==> src/rtl/fsqrt_issue_ctrl.sv <==
// Issue/return controller around a combinational fsqrt core: operand queue, registered
// core operand, fixed-latency result pipe with exception override, and credit-gated result queue.
module fsqrt_issue_ctrl #(
  parameter int unsigned IQ_DEPTH = 4,
  parameter int unsigned OQ_DEPTH = 4,
  parameter int unsigned LAT      = 2,
  parameter int unsigned TAG_W    = 4
) (
  input  logic             clk,
  input  logic             rst,
  input  logic             in_valid,
  output logic             in_ready,
  input  logic [31:0]      in_x,
  input  logic [TAG_W-1:0] in_tag,
  output logic [31:0]      core_x,
  input  logic [31:0]      core_y,
  output logic             out_valid,
  input  logic             out_ready,
  output logic [31:0]      out_y,
  output logic [TAG_W-1:0] out_tag,
  output logic             out_exc,
  output logic             busy
);

  localparam int unsigned IAW  = $clog2(IQ_DEPTH);
  localparam int unsigned OAW  = $clog2(OQ_DEPTH);
  localparam int unsigned CW   = $clog2(OQ_DEPTH + LAT + 1) + 1;
  localparam logic [31:0] QNAN = 32'h7FC00000;

  typedef struct packed {
    logic [TAG_W-1:0] tag;
    logic [31:0]      x;
  } op_t;

  typedef struct packed {
    logic [TAG_W-1:0] tag;
    logic             exc;
    logic [31:0]      y;
  } res_t;

  // ---------------- input operand queue ----------------
  op_t          iq_mem [IQ_DEPTH];
  logic [IAW:0] iq_wr;
  logic [IAW:0] iq_rd;
  logic         iq_empty;
  logic         iq_full;
  logic         iq_push;
  op_t          iq_head;

  assign iq_empty = (iq_wr == iq_rd);
  assign iq_full  = (iq_wr[IAW] != iq_rd[IAW]) && (iq_wr[IAW-1:0] == iq_rd[IAW-1:0]);
  assign in_ready = !rst && !iq_full;
  assign iq_push  = in_valid && in_ready;
  assign iq_head  = iq_mem[iq_rd[IAW-1:0]];

  always_ff @(posedge clk) begin
    if (iq_push) iq_mem[iq_wr[IAW-1:0]] <= {in_tag, in_x};
  end

  // ---------------- credit check and issue stage ----------------
  logic [OAW:0]     oq_wr;
  logic [OAW:0]     oq_rd;
  logic [OAW:0]     oq_count;
  logic [CW-1:0]    inflight;
  logic             issue;
  logic             s0_valid;
  logic [TAG_W-1:0] s0_tag;

  assign oq_count = oq_wr - oq_rd;
  // A pop this cycle frees its slot only from the next cycle on.
  assign issue    = !iq_empty && ((CW'(oq_count) + inflight) < CW'(OQ_DEPTH));

  always_ff @(posedge clk) begin
    if (rst) begin
      iq_wr    <= '0;
      iq_rd    <= '0;
      core_x   <= '0;
      s0_valid <= 1'b0;
      s0_tag   <= '0;
    end else begin
      s0_valid <= issue;
      if (iq_push) iq_wr <= iq_wr + (IAW+1)'(1);
      if (issue) begin
        iq_rd  <= iq_rd + (IAW+1)'(1);
        core_x <= iq_head.x;
        s0_tag <= iq_head.tag;
      end
    end
  end

  // ---------------- result capture and exception override ----------------
  res_t r1;
  logic oq_push;
  res_t oq_wdata;

  always_comb begin
    r1.tag = s0_tag;
    r1.exc = (core_x[31] && (core_x[30:0] != 31'd0)) ||
             ((core_x[30:23] == 8'hFF) && (core_x[22:0] != 23'd0));
    r1.y   = r1.exc ? QNAN : core_y;
  end

  generate
    if (LAT == 1) begin : g_lat1
      assign oq_push  = s0_valid;
      assign oq_wdata = r1;
      assign inflight = CW'(s0_valid);
    end else if (LAT == 2) begin : g_lat2
      logic pv;
      res_t pr;

      always_ff @(posedge clk) begin
        if (rst) pv <= 1'b0;
        else     pv <= s0_valid;
      end

      always_ff @(posedge clk) begin
        pr <= r1;
      end

      assign oq_push  = pv;
      assign oq_wdata = pr;
      assign inflight = CW'(s0_valid) + CW'(pv);
    end else begin : g_latn
      logic [LAT-1:1] pv;
      res_t [LAT-1:1] pr;

      always_ff @(posedge clk) begin
        if (rst) pv <= '0;
        else     pv <= {pv[LAT-2:1], s0_valid};
      end

      always_ff @(posedge clk) begin
        pr <= {pr[LAT-2:1], r1};
      end

      assign oq_push  = pv[LAT-1];
      assign oq_wdata = pr[LAT-1];
      assign inflight = CW'(s0_valid) + CW'($countones(pv));
    end
  endgenerate

  // ---------------- output result queue ----------------
  res_t oq_mem [OQ_DEPTH];
  logic oq_empty;
  logic oq_full;
  logic oq_pop;
  res_t oq_head;

  assign oq_empty = (oq_wr == oq_rd);
  assign oq_full  = (oq_wr[OAW] != oq_rd[OAW]) && (oq_wr[OAW-1:0] == oq_rd[OAW-1:0]);
  assign oq_pop   = out_valid && out_ready;
  assign oq_head  = oq_mem[oq_rd[OAW-1:0]];

  always_ff @(posedge clk) begin
    if (rst) begin
      oq_wr <= '0;
      oq_rd <= '0;
      for (int i = 0; i < int'(OQ_DEPTH); i++) oq_mem[i] <= '0;
    end else begin
      assert (!(oq_push && oq_full));
      if (oq_push) begin
        oq_mem[oq_wr[OAW-1:0]] <= oq_wdata;
        oq_wr <= oq_wr + (OAW+1)'(1);
      end
      if (oq_pop) oq_rd <= oq_rd + (OAW+1)'(1);
    end
  end

  assign out_valid = !oq_empty;
  assign out_y     = oq_head.y;
  assign out_tag   = oq_head.tag;
  assign out_exc   = oq_head.exc;
  assign busy      = !iq_empty || (inflight != '0) || !oq_empty;

endmodule

==> config.mk <==
export PLATFORM = sky130hd
export DESIGN_NAME = fsqrt_issue_ctrl
export DESIGN_NICKNAME = d
export VERILOG_FILES = /design/src/rtl/fsqrt_issue_ctrl.sv
export SDC_FILE = /design/constraint.sdc
export NUM_CORES = 1
export LEC_CHECK = 0
export ABC_AREA = 1
export CELL_PAD_IN_SITES_DETAIL_PLACEMENT = 1
export CELL_PAD_IN_SITES_GLOBAL_PLACEMENT = 2
export CORE_ASPECT_RATIO = 2
export CORE_MARGIN = 2
export CORE_UTILIZATION = 34
export DETAILED_ROUTE_END_ITERATION = 8
export DONT_BUFFER_PORTS = 1
export GPL_ROUTABILITY_DRIVEN = 0
export PLACE_DENSITY_LB_ADDON = 0.1
export REMOVE_ABC_BUFFERS = 1
export SYNTH_ARGS = -nofsm -noshare
export SYNTH_HDL_FRONTEND = slang
export SYNTH_SLANG_ARGS = --single-unit
==> constraint.sdc <==
create_clock -name clk -period 13.35 [get_ports clk]
set_input_delay 2.67 -clock clk [delete_from_list [all_inputs] [get_ports clk]]
set_output_delay 2.67 -clock clk [all_outputs]
set_load 0.01 [all_outputs]
== After elaboration in Yosys (flattened, before gate mapping) ==
Memory sizes are Yosys's and may differ from the RTL's. A register that Yosys moved wholly into a read port is not among the register bits.
Cells that the tools add are included.
Word-level totals
  register bits: 51
  memory bits (writable): 292
  bits of input ports: 72
  output and inout port bits: 72
  word-level logic and storage cells: 54
  memories kept: 2
Memories
  oq_mem: depth 4, bits a word 37, read ports 1, clocked after memory_dff 1, write ports 4, line 144  | res_t oq_mem [OQ_DEPTH];
  iq_mem: depth 4, bits a word 36, read ports 1, clocked after memory_dff 1, write ports 1, line 42  | op_t iq_mem [IQ_DEPTH];
Operators by class
  add/subtract/negate cells: 7
  $lt $le $gt $ge: 1
  equal/unequal tests: 5
  mux-type cells: 12
  reduce and logical (&&, ||, !) cells: 18
Operators with widths (count)
  two-way mux 37 bit: 1
  OR reduction 37 bit: 1
  nonzero test 31 bit: 1
  nonzero test 23 bit: 1
  adder 3 x 1 -> 3 bit (second input constant): 4
  == test 8 bit (second input constant): 1
  two-way mux 1 bit: 8
  logical AND 1 bit: 7
  == test 3 bit: 2
  two-way mux 2 bit: 3
  adder 3 x 4 -> 4 bit: 1
  zero test 1 bit: 4
  less-than comparator 4 x 3 -> 1 bit (second input constant): 1
  nonzero test 4 bit: 1
  logical OR 1 bit: 3
  subtractor 3 bit: 1
  adder 1 x 1 -> 2 bit: 1
  == test 2 bit: 1
  != test 1 bit: 1

== Logic depth before layout (Yosys ltp) ==
Gate-level depths: netlist of the first run.
  word-level depth: 7
  mapped depth: 13
  mapped depth without buffers: 12

== Least setup slack after synthesis of the first run ==
No wires, ideal clock.
  kind: input port to flip-flop
  start point: input port rst
  end point: memory oq_mem[3][0] (netlist bit), enable pin
  setup time: 0.477 ns
  data arrival time: 5.620 ns
  data required time: 12.873 ns
  setup slack: 7.252 ns
  stages: 5
  buffers on the path: 1
  cells stage by stage: buf_2 -> nor2_2 -> inv_1 -> nor2_1 -> nor3_1
RTL lines
  start, declared: line 10  | input logic rst,
  end, declared: line 144

== Worst setup path in the final report of the first run ==
  start point: input port rst
  end point: output port in_ready
On the way
  cells in the longest elaborated chain, start to end: 2
Ends and longest elaborated chain
  zero test 1 bit: line 52  | assign in_ready = !rst && !iq_full;
  logical AND 1 bit: line 52
  end, declared: line 12  | output logic in_ready,
Every way passes these cells.

==> results of run 1 <==
[where the power goes]
| part | total, mW | switching [mW] | internal (mW) |
|---|---|---|---|
| sequential | 1.51 | 0.0876 | 1.42 |
| clock | 1.07 | 0.444 | 0.624 |
| combinational | 0.975 | 0.720 | 0.254 |
[cell type report]
type / instances / area [µm²]
Sequential cell: 381 / 10600
Fill cell: 4805 / 27200
Clock buffer: 55 / 1090
Timing Repair Buffer: 25 / 188
Tap cell: 555 / 694
Inverter: 132 / 495
Clock inverter: 12 / 140
Multi-Input combinational cell: 813 / 3730
[through the flow]
stage	setup slack, ns	utilization	cells	hold slack, ns	power, mW
2_1_floorplan	6.83	-	1326	0.331	2.17
3_3_place_gp	7.16	0.355	1906	0.337	2.53
3_5_place_dp	7.18	0.355	1906	0.342	2.55
4_1_cts	7.16	0.383	1973	0.356	3.64
5_1_grt	7.07	0.383	1973	0.362	3.80
6_report	7.23	0.383	1973	0.355	3.55
[flip-flops by register name, summed over array words and instances (netlist names), named ones only]
signal / cells
oq_mem: 148
iq_mem: 144
g_lat2.pr: 37
core_x: 32
s0_tag: 4
iq_rd: 3
iq_wr: 3
oq_rd: 3
oq_wr: 3
g_lat2.pv: 1
s0_valid: 1
[logic make-up (layout without fill, tap and decap cells)]
logic type | Yosys count | after routing | synth area share
AOI/OAI and AO/OA | 257 | 257 | 0.0914
and+or+nand+nor | 539 | 539 | 0.138
adders and majority gates | 13 | 13 | 0.0113
DFF | 381 | 381 | 0.698
xor gates and xnor gates | 4 | 4 | 0.00282
buffers and inverters | 213 | 224 | 0.0585
[Yosys cell counts]
cell	number
nor3_1	1
a21oi_1	31
ha_1	12
nand4_1	9
buf_1	1
nor2_2	2
buf_6	6
buf_2	30
nand3_2	2
nand3_1	8
o22ai_1	73
o21ai_0	151
inv_1	130
nor2_1	392
dfxtp_1	89
a22o_1	1
nand2_1	123
clkbuf_1	43
o21ai_1	1
nand3b_1	2
clkbuf_2	1
edfxtp_1	292
xor2_1	3
inv_2	2
fa_1	1
xnor2_2	1
[how the worst max path moves through the flow]
stage	startpoint	to	slack, ns	cells after the start
CTS	rst	in_ready	7.16	4
global route	rst	in_ready	7.07	4
detailed placement	rst	in_ready	7.18	4
floorplan	rst	oq_mem[3][0]$_DFFE_PP_	6.83	4
global placement	rst	in_ready	7.16	4
finish	rst	in_ready	7.23	4
[layer usage]
layer  GRT usage  routed length (µm)  part of all wire  vias to the layer above
li1            -                   -                 -                     4682
met2       0.347               22200              0.56                      175
met1       0.171               14100              0.35                     4885
met3      0.0486                2400             0.060                       61
met4      0.0573                1170             0.029                        4
met5           0                  19           0.00048                        -
==> summary.txt, run 1 <==
min Tclk post-route: 6.12 ns
hold_buf cts: 0
Clk Latency, worst-skew pair: 0.53 ns
Area Overhead vs Synth: 11.8%
post-synth top area share: 0.580
VDD IR max: 0.102 mV
Core Region: 0.0441 mm²
CTS sink count: 381
max cap viols: 0
Final #Nets: 1475
Max Root-Sink Buffers: 3
global-route usage over all layers: 0.175
via count: 9807
die height: 302 µm
delay-heaviest family, CP: buffers and inverters
RSZ-0062 raised after global routing: no
remaining global-route overflow: 0
crit-path max FO: 49
Power Density: 210 mW/mm²
root buffer cell: clkbuf_16
Iteration-0 DRC Markers: 378
Die Width: 153 µm
library cells used by synthesis: 26
synth warn: 0
Reg2Reg Depth: 13
nature of the critical path startpoint: primary input
clock-pin slew on the worst setup and hold paths: 0.07 ns
drt wl/cell: 20.2 µm
Hold Path Stages: 0
initial core utilization: 0.343
Critical Path RT: 10.68 ns
synthesized area per cell: 10.7 µm²
leak pwr: 6.49 nW
largest net degree at the start of global routing: 76
global-route wire length before repair: 62.3 mm
post-synthesis cell count: 1407
Fmax: 163 MHz
sequential share of the synthesized area: 0.698
Worst Path Class, Setup: primary input to output port
commonest non-fill, non-tap cells in the layout: nor2_1, edfxtp_1, o21ai_0
total CTS buffers: 37
Setup Fix Bufs, Post-CTS: 0
Vias/cell: 4.97
Worst-Margin Slew: 0.792 ns
Worst R2R End: core_x[11]$_SDFFE_PP0P_
Slew Viols, Final: 0
crit path cell chain: inv_2, buf_4, nand2_1, inv_1
leading cell type in the layout, fill and taps excluded: nor2_1
crit path max-delay cell type: buf_4
worst min path class: register to register
design area: 0.0169 mm²
I/O Buffers: 0
post-synth top area cell: edfxtp_1
layout cells sized above 1: 0.0684
Max-Slew Margin vs Limit: 0.472
Post-Route WL: 39.9 mm
total die area: 0.0462 mm²
placed cell area: 0.0157 mm²
Remaining DRCs: 0
final setup fails: 0
PostCTS Resize Cnt: 0
hold endpoint: g_lat2.pr[36]$_DFF_P_
ANT nets after route: 0
row cnt: 109
skew final: 0.0159 ns
area of the mapped netlist: 0.0151 mm²
reg-to-reg slack, setup: 10.39 ns
CP Capture Type: output port
RR Startpoint: oq_wr[0]$_SDFFE_PP0P_
DR pass1 iterations: 4
Yosys reg bits: 381
CTS tree: done
I/O pin cnt: 144
antenna violations before repair: 2
Largest stage delay, worst path: 0.49 ns
Hold Startpoint: s0_tag[3]$_SDFFE_PP0P_
ANT cells: 0
setup tns final: 0 ns
synth top area cells: edfxtp_1, dfxtp_1, nor2_1
vias in the first global route: 10800
crit path buf inv count: 3
CP arrival: 3.45 ns
detailed placement HPWL: 24.3 mm
final hold violation count: 0
H-tree depth: 2
period utilisation layout: 0.458
status: complete, no violations
No activity file was read; power rests on OpenSTA's default activity.
==> run 2: changes to the inputs <==
clock period = 5.8 ns   (was 13.35 ns; I/O delays follow)
==> summary.txt, run 2 (synthesized netlist as in run 1, its figures left out) <==
metal3 WL: 2.40 mm
Post-Route WL: 39.7 mm
CTS tree: done
Power Density: 479 mW/mm²
Worst Path Class, Setup: register to output port
Slew Viols, Final: 0
Final #Nets: 1475
M1 WL: 13.9 mm
Max Root-Sink Buffers: 3
hold_buf cts: 0
global-route wire length before repair: 61.6 mm
die height: 302 µm
Setup Fix Bufs, Post-CTS: 0
CP Capture Type: output port
Clk Latency, worst-skew pair: 0.53 ns
clock-pin slew on the worst setup and hold paths: 0.06 ns
vias in the first global route: 10700
skew final: 0.0158 ns
initial core utilization: 0.343
layout filler cell count: 4843
leading cell type in the layout, fill and taps excluded: nor2_1
antenna violations before repair: 2
status: complete, no violations
Area Overhead vs Synth: 11.6%
Vias/cell: 4.95
RSZ-0062 raised after global routing: no
via count: 9763
detailed placement HPWL: 24.3 mm
Remaining DRCs: 0
Core Region: 0.0441 mm²
commonest non-fill, non-tap cells in the layout: nor2_1, edfxtp_1, o21ai_0
crit-path max FO: 40
Largest register FFs: 148
design area: 0.0169 mm²
min Tclk post-route: 3.52 ns
PostCTS Resize Cnt: 0
period utilisation layout: 0.607
CP arrival: 2.36 ns
global-route usage over all layers: 0.174
Iteration-0 DRC Markers: 308
Fmax: 284 MHz
DR pass1 iterations: 4
row cnt: 109
VDD IR max: 0.290 mV
drt wl/cell: 20.1 µm
setup tns final: 0 ns
I/O pin cnt: 144
largest net degree at the start of global routing: 79
uppermost routed layer: met5
H-tree depth: 2
I/O Buffers: 0
DR WL met2: 22.5 mm
largest register by flop count: oq_mem
worst min path class: register to register
Die Width: 153 µm
nature of the critical path startpoint: register
root buffer cell: clkbuf_16
CTS sink count: 381
Power, Total: 8.08 mW
max cap viols: 0
Critical Path RT: 4.64 ns
ANT nets after route: 0
final hold violation count: 0
Worst-Margin Slew: 0.889 ns
layout cells sized above 1: 0.0712
placed cell area: 0.0157 mm²
Max-Slew Margin vs Limit: 0.408
total CTS buffers: 37
final setup fails: 0
leak pwr: 6.49 nW
remaining global-route overflow: 0
ANT cells: 0
total die area: 0.0462 mm²
## run 2: cell types whose count changed in the layout (fill, tap and decap cells not counted), sizes merged
cell    change
inv         +1
clkinv      +4
clkbuf      -2
bufinv      -2
## run 2: routing by layer
layer | vias to the layer above | global-route usage
li1 | 4677 | -
met1 | 4839 | 0.171
met2 | 186 | 0.348
met3 | 57 | 0.0483
met4 | 4 | 0.0489
met5 | - | 0
## run 2: critical path: stages, from the launching register on
cell and delay (ns):
dfxtp_2 0.32, inv_2 0.44, buf_4 0.49, o21ai_0 0.15, o22ai_1 0.41
## run 2: area by class of cell
| type | count | area [µm²] | area share |
|---|---|---|---|
| clock buffer | 53 | 1090 | 0.0646 |
| clock inverter | 15 | 110 | 0.00653 |
| inverter | 132 | 495 | 0.0294 |
| multi-input combinational | 813 | 3730 | 0.221 |
| sequential | 381 | 10600 | 0.626 |
| tap | 555 | 694 | 0.0412 |
| timing repair buffer | 25 | 188 | 0.0111 |
## run 2: stage by stage
| stage | utilization | setup WS, ns | hold WS [ns] | std cells |
|---|---|---|---|---|
| after floorplan | - | 0.793 | 0.331 | 1326 |
| after global placement | 0.355 | 2.05 | 0.342 | 1906 |
| after detailed placement | 0.355 | 2.06 | 0.342 | 1906 |
| after CTS | 0.383 | 2.09 | 0.355 | 1974 |
| after global routing | 0.383 | 1.99 | 0.366 | 1974 |
| final | 0.383 | 2.28 | 0.351 | 1974 |
## run 2: report_power, final
part	internal [mW]	switching, mW	leakage, nW
Sequential	3.27	0.200	3.58
Combinational	0.588	1.63	2.32
Clock	1.36	1.03	0.584
Total	5.22	2.86	6.49
## run 2: worst paths after layout
check | start | endpoint | slack (ns) | cells past startpoint
min reg2reg | s0_tag[1]$_SDFFE_PP0P_ | g_lat2.pr[34]$_DFF_P_ | 0.35 | 0
max reg2reg | iq_rd[1]$_SDFFE_PP0P_ | iq_mem[0][11]$_DFFE_PP_ | 2.58 | 9
min | s0_tag[1]$_SDFFE_PP0P_ | g_lat2.pr[34]$_DFF_P_ | 0.35 | 0
max | register | out_tag[3] | 2.28 | 4
==> RTL change: new RTL, config.mk and constraints of run 1 <==
Make the reset (`rst`) asynchronous in 4 clocked blocks.
--- a/src/rtl/fsqrt_issue_ctrl.sv
+++ b/src/rtl/fsqrt_issue_ctrl.sv
@@ -72,3 +72,3 @@
 
-  always_ff @(posedge clk) begin
+  always_ff @(posedge clk or posedge rst) begin
     if (rst) begin
@@ -111,3 +111,3 @@
 
-      always_ff @(posedge clk) begin
+      always_ff @(posedge clk or posedge rst) begin
         if (rst) pv <= 1'b0;
@@ -127,3 +127,3 @@
 
-      always_ff @(posedge clk) begin
+      always_ff @(posedge clk or posedge rst) begin
         if (rst) pv <= '0;
@@ -154,3 +154,3 @@
 
-  always_ff @(posedge clk) begin
+  always_ff @(posedge clk or posedge rst) begin
     if (rst) begin
Function: differs if rst is asserted again (counterexample within 4 cycles, from zero or initial values and one cycle with rst high); with rst held inactive, the same outputs for 4 cycles.
==> RTL change against run 1 <==
Design area increased by 3.1%; routed wire length increased by 8.6%; sequential cell count decreased by 2; count of clock-buffer cells in the layout increased by 3; final cell count increased by 9.8%; register-to-register slack got worse by 0.64 ns; synthesized cell count increased by 14%; via count increased by 11%; worst setup slack improved by 0.37 ns; total power increased by 32%; sequential share of layout area decreased by 4.9 points; area after synthesis increased by 2.9%.
==> RTL change: results (changes against run 1) <==
Post-Synthesis Cells - 1,611 (+14%)
minimum clock period - 5.75 ns (-0.370 ns)
Data arrival, critical path - 3.08 ns (-0.37 ns)
Hold WS - 0.372 ns (+0.0170 ns)
Crit-path slowest cell - inv_8
Layout Skew - 0.0158 ns (-0.000155 ns)
CP max FO - 27 (-45%)
dpl cell area - 0.0160 sq mm (+2.2%)
vias in the first global route - 12,000 (+11%)
Total GRT Usage - 18.7% (+1.2 points)
Nets - 1,664 (+13%)
Netlist cell types - 30 (+15%)
initial DRC count - 517 (+37%)
sequential area share after synthesis - 64.4% (-5.4 points)
first-pass GRT wire length - 68,700 um (+10%)
port bufs - 0 (unchanged)
Filler cells - 5,109 (+6.3%)
largest cells by area after synthesis - dfrtp_1 (32%), edfxtp_1 (28%), nand2_1 (11%), o21ai_0 (7.8%), dfxtp_1 (4.8%)
final WL - 43,300 um (+8.6%)
post-DP HPWL - 25,500 um (+5.2%)
Worst-Skew Late Latency - 0.53 ns (about the same)
actual slew at the worst max-slew pin - 0.944 ns (+0.152 ns)
DRT Pass-1 Iters - 5 (+1)
Avg WL per Cell - 20.0 um (-1.1%)
share of layout cells above drive strength 1 - 6.41% (-0.43 points)
largest net degree at the start of global routing - 77 (+1.3%)
TritonCTS Buffers - 38 (+2.7%)
initial antenna violation count - 4 (+2)
R2R Setup Slk - 9.75 ns (-0.64 ns)
Post-synth EDFFs - 144 (-51%)
Main synth FF type - dfrtp_1
Synth async-reset ratio - 52.2% (+52 points)
Finished Core Util - 38.6% (+0.22 points)
Leak - 7.71 nW (+19%)
Max VDD drop - 154 uV (+51%)
Post-synth top cells - nand2_1 (467), o21ai_0 (242), dfrtp_1 (198)
Placed Cells - 2,096 (+10%)
run status - complete, no violations
crit-path max cell delay - 0.14 ns (-0.35 ns)
-- RTL change: path summary, 6_finish.rpt --
check / start / end / depth (start not counted)
worst max register to register: oq_rd[1] / core_x[13] / 12
worst min-delay path: s0_tag[2] / g_lat2.pr[35] / 0
worst max-delay path: rst / in_ready / 3
max in group asynchronous: rst / oq_mem[115] / 4
worst min register to register: s0_tag[2] / g_lat2.pr[35] / 0
min in group asynchronous: rst / s0_tag[2] / 1
-- RTL change: kinds of logic (layout without fill, tap and decap cells) --
family | after synthesis | after routing | share of synthesized area [%]
xor gates and xnor gates | 9 | 9 | 0.507
and+or+nand+nor | 690 | 690 | 17.8
DFF | 379 | 379 | 64.4
buffers and inverters | 219 | 214 | 5.96
adders and majority gates | 16 | 16 | 1.34
AOI/OAI and AO/OA | 298 | 298 | 9.91
-- RTL change: worst register-to-register path: stages, from the launching register on --
cell and delay (ns):
dfrtp_1 0.37, inv_1 0.52, buf_4 0.45, fa_1 0.49, ha_1 0.28, nand3b_1 0.08
nand2_1 0.05, inv_1 0.05, buf_4 0.45, nand3_2 0.18, buf_4 0.32, nand2_1 0.17
nand2_1 0.06
-- RTL change: cell type report --
type | count | area share (%)
inverters | 122 | 2.69
clock buffers | 58 | 6.84
flip-flops and latches | 379 | 57.6
multi-input cells | 1013 | 26.7
well taps | 560 | 4.03
clock inverters | 12 | 1.20
repair buffers | 22 | 0.949
-- RTL change: layer usage --
| metal | GRT usage (%) | vias up | wire length, um |
|---|---|---|---|
| met5 | 0 | - | 39 |
| met4 | 5.42 | 6 | 1160 |
| met3 | 4.23 | 62 | 2350 |
| met2 | 35.9 | 200 | 23100 |
| met1 | 20.1 | 5386 | 16600 |
| li1 | - | 5196 | - |
-- RTL change: power breakdown --
part           internal [mW]  switching [mW]
clock                  0.731           0.456
sequential              1.58           0.243
combinational          0.463            1.22
total                   2.77            1.92
